===== config.mk =====
export PLATFORM = sky130hd
export DESIGN_NAME = ultra_io_periph_flat
export DESIGN_NICKNAME = d
export VERILOG_FILES = /design/src/rtl/ultra_pkg.sv /design/src/rtl/ultra_io_periph_if.sv /design/src/rtl/ultra_us_tick.sv /design/src/rtl/ultra_io_periph.sv /design/src/flat_wrapper.sv
export SDC_FILE = /design/constraint.sdc
export NUM_CORES = 1
export LEC_CHECK = 0
export ABC_CLOCK_PERIOD_IN_PS = 6800
export CAP_MARGIN = 0
export CORE_ASPECT_RATIO = 0.6
export CORE_MARGIN = 5
export CORE_UTILIZATION = 59
export DETAILED_ROUTE_END_ITERATION = 12
export PLACE_DENSITY = 0.95
export REMOVE_ABC_BUFFERS = 1
export SYNTH_ARGS = -nofsm -noshare
export SYNTH_HDL_FRONTEND = slang
export SYNTH_HIERARCHICAL = 1
export SYNTH_SLANG_ARGS = --single-unit

===== constraint.sdc =====
create_clock -name sys_clk_i -period 6.8 [get_ports sys_clk_i]
set_input_delay 1.36 -clock sys_clk_i [delete_from_list [all_inputs] [get_ports sys_clk_i]]
set_output_delay 1.36 -clock sys_clk_i [all_outputs]
set_load 0.02 [all_outputs]

===== src/rtl/ultra_pkg.sv =====
// Shared definitions for the ultrasonic ranging peripheral: register offsets,
// CTRL/STATUS bit positions and the sequencing FSM encoding.
package ultra_pkg;

    localparam logic [2:0] OFS_CTRL  = 3'd0;
    localparam logic [2:0] OFS_DIST  = 3'd1;
    localparam logic [2:0] OFS_COUNT = 3'd2;

    localparam int CTRL_START  = 0;
    localparam int CTRL_CLEAR  = 1;
    localparam int CTRL_IRQ_EN = 2;

    localparam int STAT_BUSY   = 0;
    localparam int STAT_DONE   = 1;
    localparam int STAT_TOUT   = 2;
    localparam int STAT_IRQ_EN = 3;

    typedef enum logic [2:0] {
        ST_IDLE      = 3'd0,
        ST_TRIG      = 3'd1,
        ST_WAIT_ECHO = 3'd2,
        ST_MEASURE   = 3'd3,
        ST_DONE      = 3'd4,
        ST_TOUT      = 3'd5
    } state_t;

endpackage


===== src/rtl/ultra_io_periph_if.sv =====
// CPU IO bus between the host and the ranging peripheral.
interface ultra_io_periph_if;

    logic        io_rd_i;
    logic        io_wr_i;
    logic [15:0] io_addr_i;
    logic [15:0] io_dout_i;
    logic [15:0] io_din_o;

    modport master (output io_rd_i, output io_wr_i, output io_addr_i,
                    output io_dout_i, input io_din_o);

    modport slave  (input io_rd_i, input io_wr_i, input io_addr_i,
                    input io_dout_i, output io_din_o);

endinterface


===== src/rtl/ultra_us_tick.sv =====
// Microsecond prescaler: one-cycle tick every CLK_MHZ clocks, realigned by restart.
module ultra_us_tick #(
    parameter int CLK_MHZ = 50
) (
    input  logic clk,
    input  logic rst_n,
    input  logic restart,
    output logic us_tick
);

    localparam int            CW   = (CLK_MHZ > 1) ? $clog2(CLK_MHZ) : 1;
    localparam logic [CW-1:0] LOAD = CW'(CLK_MHZ - 1);

    logic [CW-1:0] cnt_q;

    always_ff @(posedge clk or negedge rst_n) begin
        if (!rst_n) begin
            cnt_q <= '0;
        end else if (restart || cnt_q == '0) begin
            cnt_q <= LOAD;
        end else begin
            cnt_q <= cnt_q - 1'b1;
        end
    end

    assign us_tick = (cnt_q == '0);

endmodule


===== src/rtl/ultra_io_periph.sv =====
// Ultrasonic ranging peripheral: trigger pulse, echo timing in microseconds, timeouts.
// Optional interrupt output is built only when ULTRA_IRQ_EN is defined.
module ultra_io_periph
    import ultra_pkg::*;
#(
    parameter logic [15:0] BASE_ADDR  = 16'h6700,
    parameter int          CLK_MHZ    = 50,
    parameter int          TRIG_US    = 10,
    parameter int          TIMEOUT_US = 30000
) (
    input  logic              sys_clk_i,
    input  logic              sys_rst_i,
    ultra_io_periph_if.slave  bus,
    output logic              trig_o,
    input  logic              echo_i
`ifdef ULTRA_IRQ_EN
    ,
    output logic              irq_o
`endif
);

    // state        | meaning
    // ST_IDLE      | waiting for a start write
    // ST_TRIG      | driving the trigger pin for TRIG_US
    // ST_WAIT_ECHO | waiting for echo rising edge, bounded by TIMEOUT_US
    // ST_MEASURE   | counting echo high time, bounded by TIMEOUT_US
    // ST_DONE      | one cycle: latch distance, set done
    // ST_TOUT      | one cycle: distance saturated, set done and timeout

    localparam logic [15:0] TRIG_LD = 16'(TRIG_US - 1);
    localparam logic [15:0] TOUT_LD = 16'(TIMEOUT_US - 1);

    state_t      state_q, state_d;
    logic [15:0] tmr_q, tmr_d;
    logic [15:0] meas_q, meas_d;
    logic [15:0] dist_q;
    logic [7:0]  count_q;
    logic        done_q, done_d;
    logic        tout_q, tout_d;
    logic        irq_en;
    logic        echo_s1, echo_s2, echo_d;
    logic        echo_rise, echo_fall;
    logic        us_tick, restart;
    logic        enter_done, enter_tout;
    logic        sel, wr_ctrl, start_req, clr_req, busy;
    logic [2:0]  ofs;

    assign sel       = (bus.io_addr_i[15:4] == BASE_ADDR[15:4]);
    assign ofs       = bus.io_addr_i[3:1];
    assign wr_ctrl   = bus.io_wr_i && sel && (ofs == OFS_CTRL);
    assign start_req = wr_ctrl && bus.io_dout_i[CTRL_START];
    assign clr_req   = wr_ctrl && bus.io_dout_i[CTRL_CLEAR];
    assign busy      = (state_q != ST_IDLE);
    assign trig_o    = (state_q == ST_TRIG);

    logic unused_bits;
    assign unused_bits = &{1'b0, bus.io_addr_i[0], bus.io_dout_i[15:3], BASE_ADDR[3:0]};

    always_ff @(posedge sys_clk_i or negedge sys_rst_i) begin
        if (!sys_rst_i) begin
            echo_s1 <= 1'b0;
            echo_s2 <= 1'b0;
            echo_d  <= 1'b0;
        end else begin
            echo_s1 <= echo_i;
            echo_s2 <= echo_s1;
            echo_d  <= echo_s2;
        end
    end

    // echo_d tracks echo_s2 in every state, so a level already high on entry is not an edge
    assign echo_rise = echo_s2 && !echo_d;
    assign echo_fall = !echo_s2 && echo_d;

    ultra_us_tick #(.CLK_MHZ(CLK_MHZ)) u_us_tick (
        .clk     (sys_clk_i),
        .rst_n   (sys_rst_i),
        .restart (restart),
        .us_tick (us_tick)
    );

    always_ff @(posedge sys_clk_i or negedge sys_rst_i) begin
        if (!sys_rst_i) begin
            state_q <= ST_IDLE;
            tmr_q   <= '0;
            meas_q  <= '0;
        end else begin
            state_q <= state_d;
            tmr_q   <= tmr_d;
            meas_q  <= meas_d;
        end
    end

    always_comb begin
        state_d = state_q;
        tmr_d   = tmr_q;
        meas_d  = meas_q;
        case (state_q)
            ST_IDLE: begin
                if (start_req) state_d = ST_TRIG;
            end
            ST_TRIG: begin
                if (us_tick) begin
                    if (tmr_q == '0) state_d = ST_WAIT_ECHO;
                    else             tmr_d   = tmr_q - 1'b1;
                end
            end
            ST_WAIT_ECHO: begin
                if (echo_rise) begin
                    state_d = ST_MEASURE;
                end else if (us_tick) begin
                    if (tmr_q == '0) state_d = ST_TOUT;
                    else             tmr_d   = tmr_q - 1'b1;
                end
            end
            ST_MEASURE: begin
                if (us_tick && meas_q != 16'hFFFF) meas_d = meas_q + 1'b1;
                if (echo_fall) begin
                    state_d = ST_DONE;
                end else if (us_tick) begin
                    if (tmr_q == '0) state_d = ST_TOUT;
                    else             tmr_d   = tmr_q - 1'b1;
                end
            end
            default: state_d = ST_IDLE;
        endcase

        // every state entry realigns the prescaler and reloads the state timer
        restart = (state_d != state_q);
        if (restart) begin
            case (state_d)
                ST_TRIG:      tmr_d = TRIG_LD;
                ST_WAIT_ECHO: tmr_d = TOUT_LD;
                ST_MEASURE:   tmr_d = TOUT_LD;
                default:      tmr_d = '0;
            endcase
            if (state_d == ST_MEASURE) meas_d = '0;
        end
    end

    assign enter_done = (state_q == ST_MEASURE) && (state_d == ST_DONE);
    assign enter_tout = (state_q != ST_TOUT) && (state_d == ST_TOUT);

    always_comb begin
        done_d = done_q;
        tout_d = tout_q;
        if (clr_req) begin
            done_d = 1'b0;
            tout_d = 1'b0;
        end
        if (enter_done) done_d = 1'b1;
        if (enter_tout) begin
            done_d = 1'b1;
            tout_d = 1'b1;
        end
    end

    always_ff @(posedge sys_clk_i or negedge sys_rst_i) begin
        if (!sys_rst_i) begin
            done_q  <= 1'b0;
            tout_q  <= 1'b0;
            dist_q  <= '0;
            count_q <= '0;
        end else begin
            done_q <= done_d;
            tout_q <= tout_d;
            if (enter_done) dist_q <= meas_q;
            if (enter_tout) dist_q <= 16'hFFFF;
            if (enter_done || enter_tout) count_q <= count_q + 1'b1;
        end
    end

`ifdef ULTRA_IRQ_EN
    logic irq_en_d;

    always_comb begin
        irq_en_d = irq_en;
        if (wr_ctrl) irq_en_d = bus.io_dout_i[CTRL_IRQ_EN];
    end

    // irq follows the next-state flags so a clear write drops it on the same edge
    always_ff @(posedge sys_clk_i or negedge sys_rst_i) begin
        if (!sys_rst_i) begin
            irq_en <= 1'b0;
            irq_o  <= 1'b0;
        end else begin
            irq_en <= irq_en_d;
            irq_o  <= done_d && irq_en_d;
        end
    end
`else
    assign irq_en = 1'b0;
`endif

    always_comb begin
        bus.io_din_o = '0;
        if (bus.io_rd_i && sel) begin
            case (ofs)
                OFS_CTRL:  bus.io_din_o = {12'h000, irq_en, tout_q, done_q, busy};
                OFS_DIST:  bus.io_din_o = dist_q;
                OFS_COUNT: bus.io_din_o = {8'h00, count_q};
                default:   bus.io_din_o = '0;
            endcase
        end
    end

endmodule


===== src/flat_wrapper.sv =====
// flat-port wrapper written by rule: the top's interface ports become plain ports
module ultra_io_periph_flat import ultra_pkg::*;
#(
    parameter logic [15:0] BASE_ADDR  = 16'h6700,
    parameter int          CLK_MHZ    = 50,
    parameter int          TRIG_US    = 10,
    parameter int          TIMEOUT_US = 30000
)
  (sys_clk_i, sys_rst_i, trig_o, echo_i, bus_io_rd_i, bus_io_wr_i, bus_io_addr_i, bus_io_dout_i, bus_io_din_o);
  ultra_io_periph_if bus_i ();
  input  logic sys_clk_i;
  input  logic sys_rst_i;
  output logic trig_o;
  input  logic echo_i;
  input wire logic [$bits(bus_i.io_rd_i)-1:0] bus_io_rd_i;
  input wire logic [$bits(bus_i.io_wr_i)-1:0] bus_io_wr_i;
  input wire logic [$bits(bus_i.io_addr_i)-1:0] bus_io_addr_i;
  input wire logic [$bits(bus_i.io_dout_i)-1:0] bus_io_dout_i;
  output wire logic [$bits(bus_i.io_din_o)-1:0] bus_io_din_o;
  assign bus_i.io_rd_i = bus_io_rd_i;
  assign bus_i.io_wr_i = bus_io_wr_i;
  assign bus_i.io_addr_i = bus_io_addr_i;
  assign bus_i.io_dout_i = bus_io_dout_i;
  assign bus_io_din_o = bus_i.io_din_o;
  ultra_io_periph #(.BASE_ADDR(BASE_ADDR), .CLK_MHZ(CLK_MHZ), .TRIG_US(TRIG_US), .TIMEOUT_US(TIMEOUT_US)) u_core (.sys_clk_i(sys_clk_i), .sys_rst_i(sys_rst_i), .bus(bus_i), .trig_o(trig_o), .echo_i(echo_i));
endmodule

* After elaboration in Yosys (flattened, before gate mapping) *
Index checks and enable logic that the tools add are counted.

operators by class
  multiplexer cells = 28
  eq/ne operators = 16
  add/sub/neg operators = 4
  reduce and logical (&&, ||, !) cells = 25

operator list
  cell                     count
  $mux W16                 12
  $pmux W16 S3             2
  $pmux W15 S2             1
  $mux W3                  7
  $add A16 B1 Y16 const B  1
  $logic_not A16 Y1        1
  $ne A16 B16 Y1 const B   1
  $sub A16 B1 Y16 const B  1
  $eq A3 B2 Y1 const B     5
  $eq A12 B11 Y1 const B   1
  $pmux W3 S4              1
  $logic_and A1 B1 Y1      10
  $eq A3 B1 Y1 const B     3
  $ne A3 B3 Y1 const B     3
  $add A8 B1 Y8 const B    1
  $eq A3 B3 Y1 const B     2
  $logic_not A3 Y1         2
  $logic_not A6 Y1         1
  $mux W6                  1
  $reduce_bool A3 Y1       2
  $sub A6 B1 Y6 const B    1
  $mux W1                  4
  $reduce_bool A2 Y1       2
  $reduce_bool A4 Y1       1
  5 further kinds          7

word-level totals
  register bits = 70
  output and inout port bits = 17
  logic and storage cells = 84

* Longest topological paths before layout *
  depth in word-level cells = 10
  depth in mapped cells = 12

* Cells and area by module *
Netlist, hierarchy kept.

by module, submodules not included
  module           cells an instance  instances  area each (um^2)  seq. area each (um^2)
  ultra_io_periph  362                1          3392.0            1601.5
  ultra_us_tick    27                 1          291.5             150.1

* Worst setup path after synthesis *
Ideal clock, no wire load.

  kind = input-to-output
  start point = input bus_io_addr_i[5]
  end point = output bus_io_din_o[10]
  arrival time = 2.636 ns
  stages = 4
  path slack = 2.804 ns
  cell sequence = nor4_1 -> nand4b_1 -> nor2b_1 -> and2_1

between the ends
  word-level cells in the longest chain between the ends = 3

ends and longest elaborated chain
  item                 RTL line                source
  start, declared      flat_wrapper.sv:17      input wire logic [$bits(bus_i.io_addr_i)-1:0] bus_io_addr_i;
  $eq A12 B11 Y1       ultra_io_periph.sv:48   assign sel = (bus.io_addr_i[15:4] == BASE_ADDR[15:4]);
  $logic_and A1 B1 Y1  ultra_io_periph.sv:197  if (bus.io_rd_i && sel) begin
  $mux W16             ultra_io_periph.sv:197
  end, declared        flat_wrapper.sv:19      output wire logic [$bits(bus_i.io_din_o)-1:0] bus_io_din_o;

Every way passes these cells.

* Final worst setup path *
  start point = input bus_io_addr_i[5]
  end point = output bus_io_din_o[15]

The elaborated chain is that of the path after synthesis.

==> results.toml <==
[status]
outcome = "finished clean"

[sta]
hold_violations = 0
finalSetupViolations = 0
setup_slack_ns = 1.47
period_needed_ns = 5.33
finalMaxSlewViolations = 0
fin_skew_ns = 0.00846
slew_headroom = 0.416
finalCritPeriodShare = 0.784
rsz0062_at_grt = "no"
timing.setup.tns_ns = 0
worstMarginPinSlew_ns = 0.867
clock.fmax_mhz = 187

[worst_hold_path]
min_path_type = "flip-flop to flip-flop"

[yosys]
synthesis.area_sq_mm = 0.00368
synth_top_area_frac = 0.476
synthFlopType = "dfrtp_1"
synth-edff-count = 0
ys_seq_elements = 70
ys_types = 56
synth_common_cells = "dfrtp_1, nor2_1, nand2_1, xnor2_1, inv_1"
ys_seq_area_frac = 0.476
synth_most_common_cell = "dfrtp_1"
yosys-top-cells-area = "dfrtp_1, xnor2_1, nor2_1, nand2_1, o211ai_1"
synthesis.instances = 389
ys.warnings.count = 6
syn_area_per_cell_sq_um = 9.47
synth_async_sr_flop_share = 1.00
yosys.area.top_type = "dfrtp_1"

[floorplanning]
die-area_sq_mm = 0.00798
core_sq_mm = 0.00608
die_w_um = 112
initial_core_util = 0.606
row_count = 22
die_h_um = 71.2
ios = 54

[clocking]
cts_setup_buffers = 0
cts_resized = 0
cts_buffers = 9
cts-root-buf = "clkbuf_8"
clk_latency_ns = 0.35
cts.sinks = 70
cts_hold_buf = 0
path_clk_slew_ns = 0.07
htree_num_levels = 3
cts_buffer_depth = 2
tritoncts = "done"

[grt]
grt_overflow = 0
grt_pass1_vias = 3126
antenna_found_initial = 0
track_usage = 0.240
grt_first_pass_wirelength_um = 15500
grt_max_degree = 71

[drt]
first_iter_violations = 366
wl_um = 9010
drtPass1Iterations = 5
vias = 3211
drcViolationCount = 0
routedWlPerCell_um = 17.5
vias_per_cell = 6.22
ant_nets = 0

[worst_setup_path]
crit_slowest_cell = "clkdlybuf4s50_1"
max_stage_delay_ns = 0.61
crit_arrival_ns = 3.97
crit_family = "simple AND/OR/NAND/NOR gates"
critPathMostFrequentCell = "clkdlybuf4s50_1"
critPathRequiredTime_ns = 5.44
worst_setup_path_end_kind = "primary output"
crit_fanout = 9
start_kind = "input pin"
path_cells = "clkdlybuf4s50_1, nor4_1, nand4b_1, nor2b_1, and2_1, clkdlybuf4s50_1"
worst-path-buf-inv = 2
path_class = "input pin to primary output"

[place]
place.gp.congestion = 0.976
portBuffers = 38
dpl_worst_slack_ns = 1.49
dpl.hpwl_um = 6130
dp.cells = 500
placed_cell_area_sq_mm = 0.00412

[cells_and_area]
fin_util = 0.712
nets = 469
final_cells = 516
design_area_sq_mm = 0.00433
drive_above_1_share = 0.0648
area_delta_synth_final_pct = 17.5
diodes = 0

[pwr]
ir_drop_uv = 126
p_leak_uw = 0.00186
power_density_mw_per_mm2 = 209

[job]
drv_cap = 0
==> metrics by stage <==
| step | power [uW] | hold WS (ns) |
|---|---|---|
| after floorplan | 516 | 0.331 |
| after global routing | 942 | 0.354 |
| after detailed placement | 554 | 0.347 |
| after global placement | 547 | 0.334 |
| final | 906 | 0.351 |
| after CTS | 913 | 0.354 |
==> cells in the final DEF (no fill, tap or decap), types with 7 or more instances in the layout <==
cell	Yosys	layout
xnor2_1	27	27
clkbuf_8	0	9
nand3_1	15	15
nor3_1	9	9
inv_1	17	17
nor2_1	50	50
clkdlybuf4s50_1	0	37
and3_1	7	7
nor4_1	8	8
xor2_1	8	8
a21oi_1	10	10
and2_1	10	10
o211ai_1	13	13
dfrtp_1	70	70
nand4_1	14	14
nand2_1	44	44
==> logic make-up (layout without fill, tap and decap cells) <==
group,Yosys count,count (layout),synth area share
simple gates,188,188,0.265
flops,70,70,0.476
compound gates,56,56,0.112
xor+xnor,35,35,0.0832
buf+inv,30,73,0.0336
fa+ha+maj,5,5,0.0170
mux,5,5,0.0139
==> final timing paths <==
check | from | end | slack (ns) | cells after the start
worst max-delay path | bus_io_addr_i[5] | bus_io_din_o[15] | 1.47 | 6
worst min-delay path | u_core/echo_s1 | u_core/echo_s2 | 0.35 | 0
worst max register to register | u_core/tmr_q[0] | u_core/meas_q[0] | 3.36 | 8
worst min register to register | u_core/echo_s1 | u_core/echo_s2 | 0.35 | 0
max in group asynchronous | sys_rst_i | u_core/tout_q | 5.04 | 2
min in group asynchronous | sys_rst_i | u_core/meas_q[2] | 1.20 | 2
==> flip-flops by register name, summed over array words and instances, names as in the netlist <==
register                flops
u_core/dist_q              16
u_core/tmr_q               16
u_core/u_us_tick/cnt_q      6
u_core/echo_d               1
u_core/done_q               1
u_core/tout_q               1
u_core/state_q              3
u_core/echo_s2              1
u_core/echo_s1              1
u_core/count_q              8
u_core/meas_q              16
==> worst reg2reg max path: cells and delay by family, from the launching register on <==
kind,cells,cell delay [ns]
AO/OA/AOI/OAI,3,1.61
AND/OR/NAND/NOR,3,0.96
flip-flops,1,0.41
adder cells (fa/ha/maj),1,0.22
buffers and inverters,1,0.09
==> metal layers <==
metal | part of all wire | track usage
met5 | 0 | 0
met4 | 0.021 | 0.0920
met3 | 0.096 | 0.0564
met2 | 0.45 | 0.371
met1 | 0.43 | 0.331
==> power by group <==
group / internal, uW / switching (uW)
Combinational: 47.6 / 48.2
Sequential: 434 / 18.0
Clock: 206 / 153
Total: 687 / 219
==> layout make-up <==
cell class              instances  area [sq um]
multi-input cells             289          1810
clock buffers                  10           128
fillers                       406          1750
well taps                      84           105
clock inverters                 6          86.3
repair buffers                 39           383
flip-flops and latches         70          1750
inverters                      18          67.6
(Power assumes the default switching activity.)
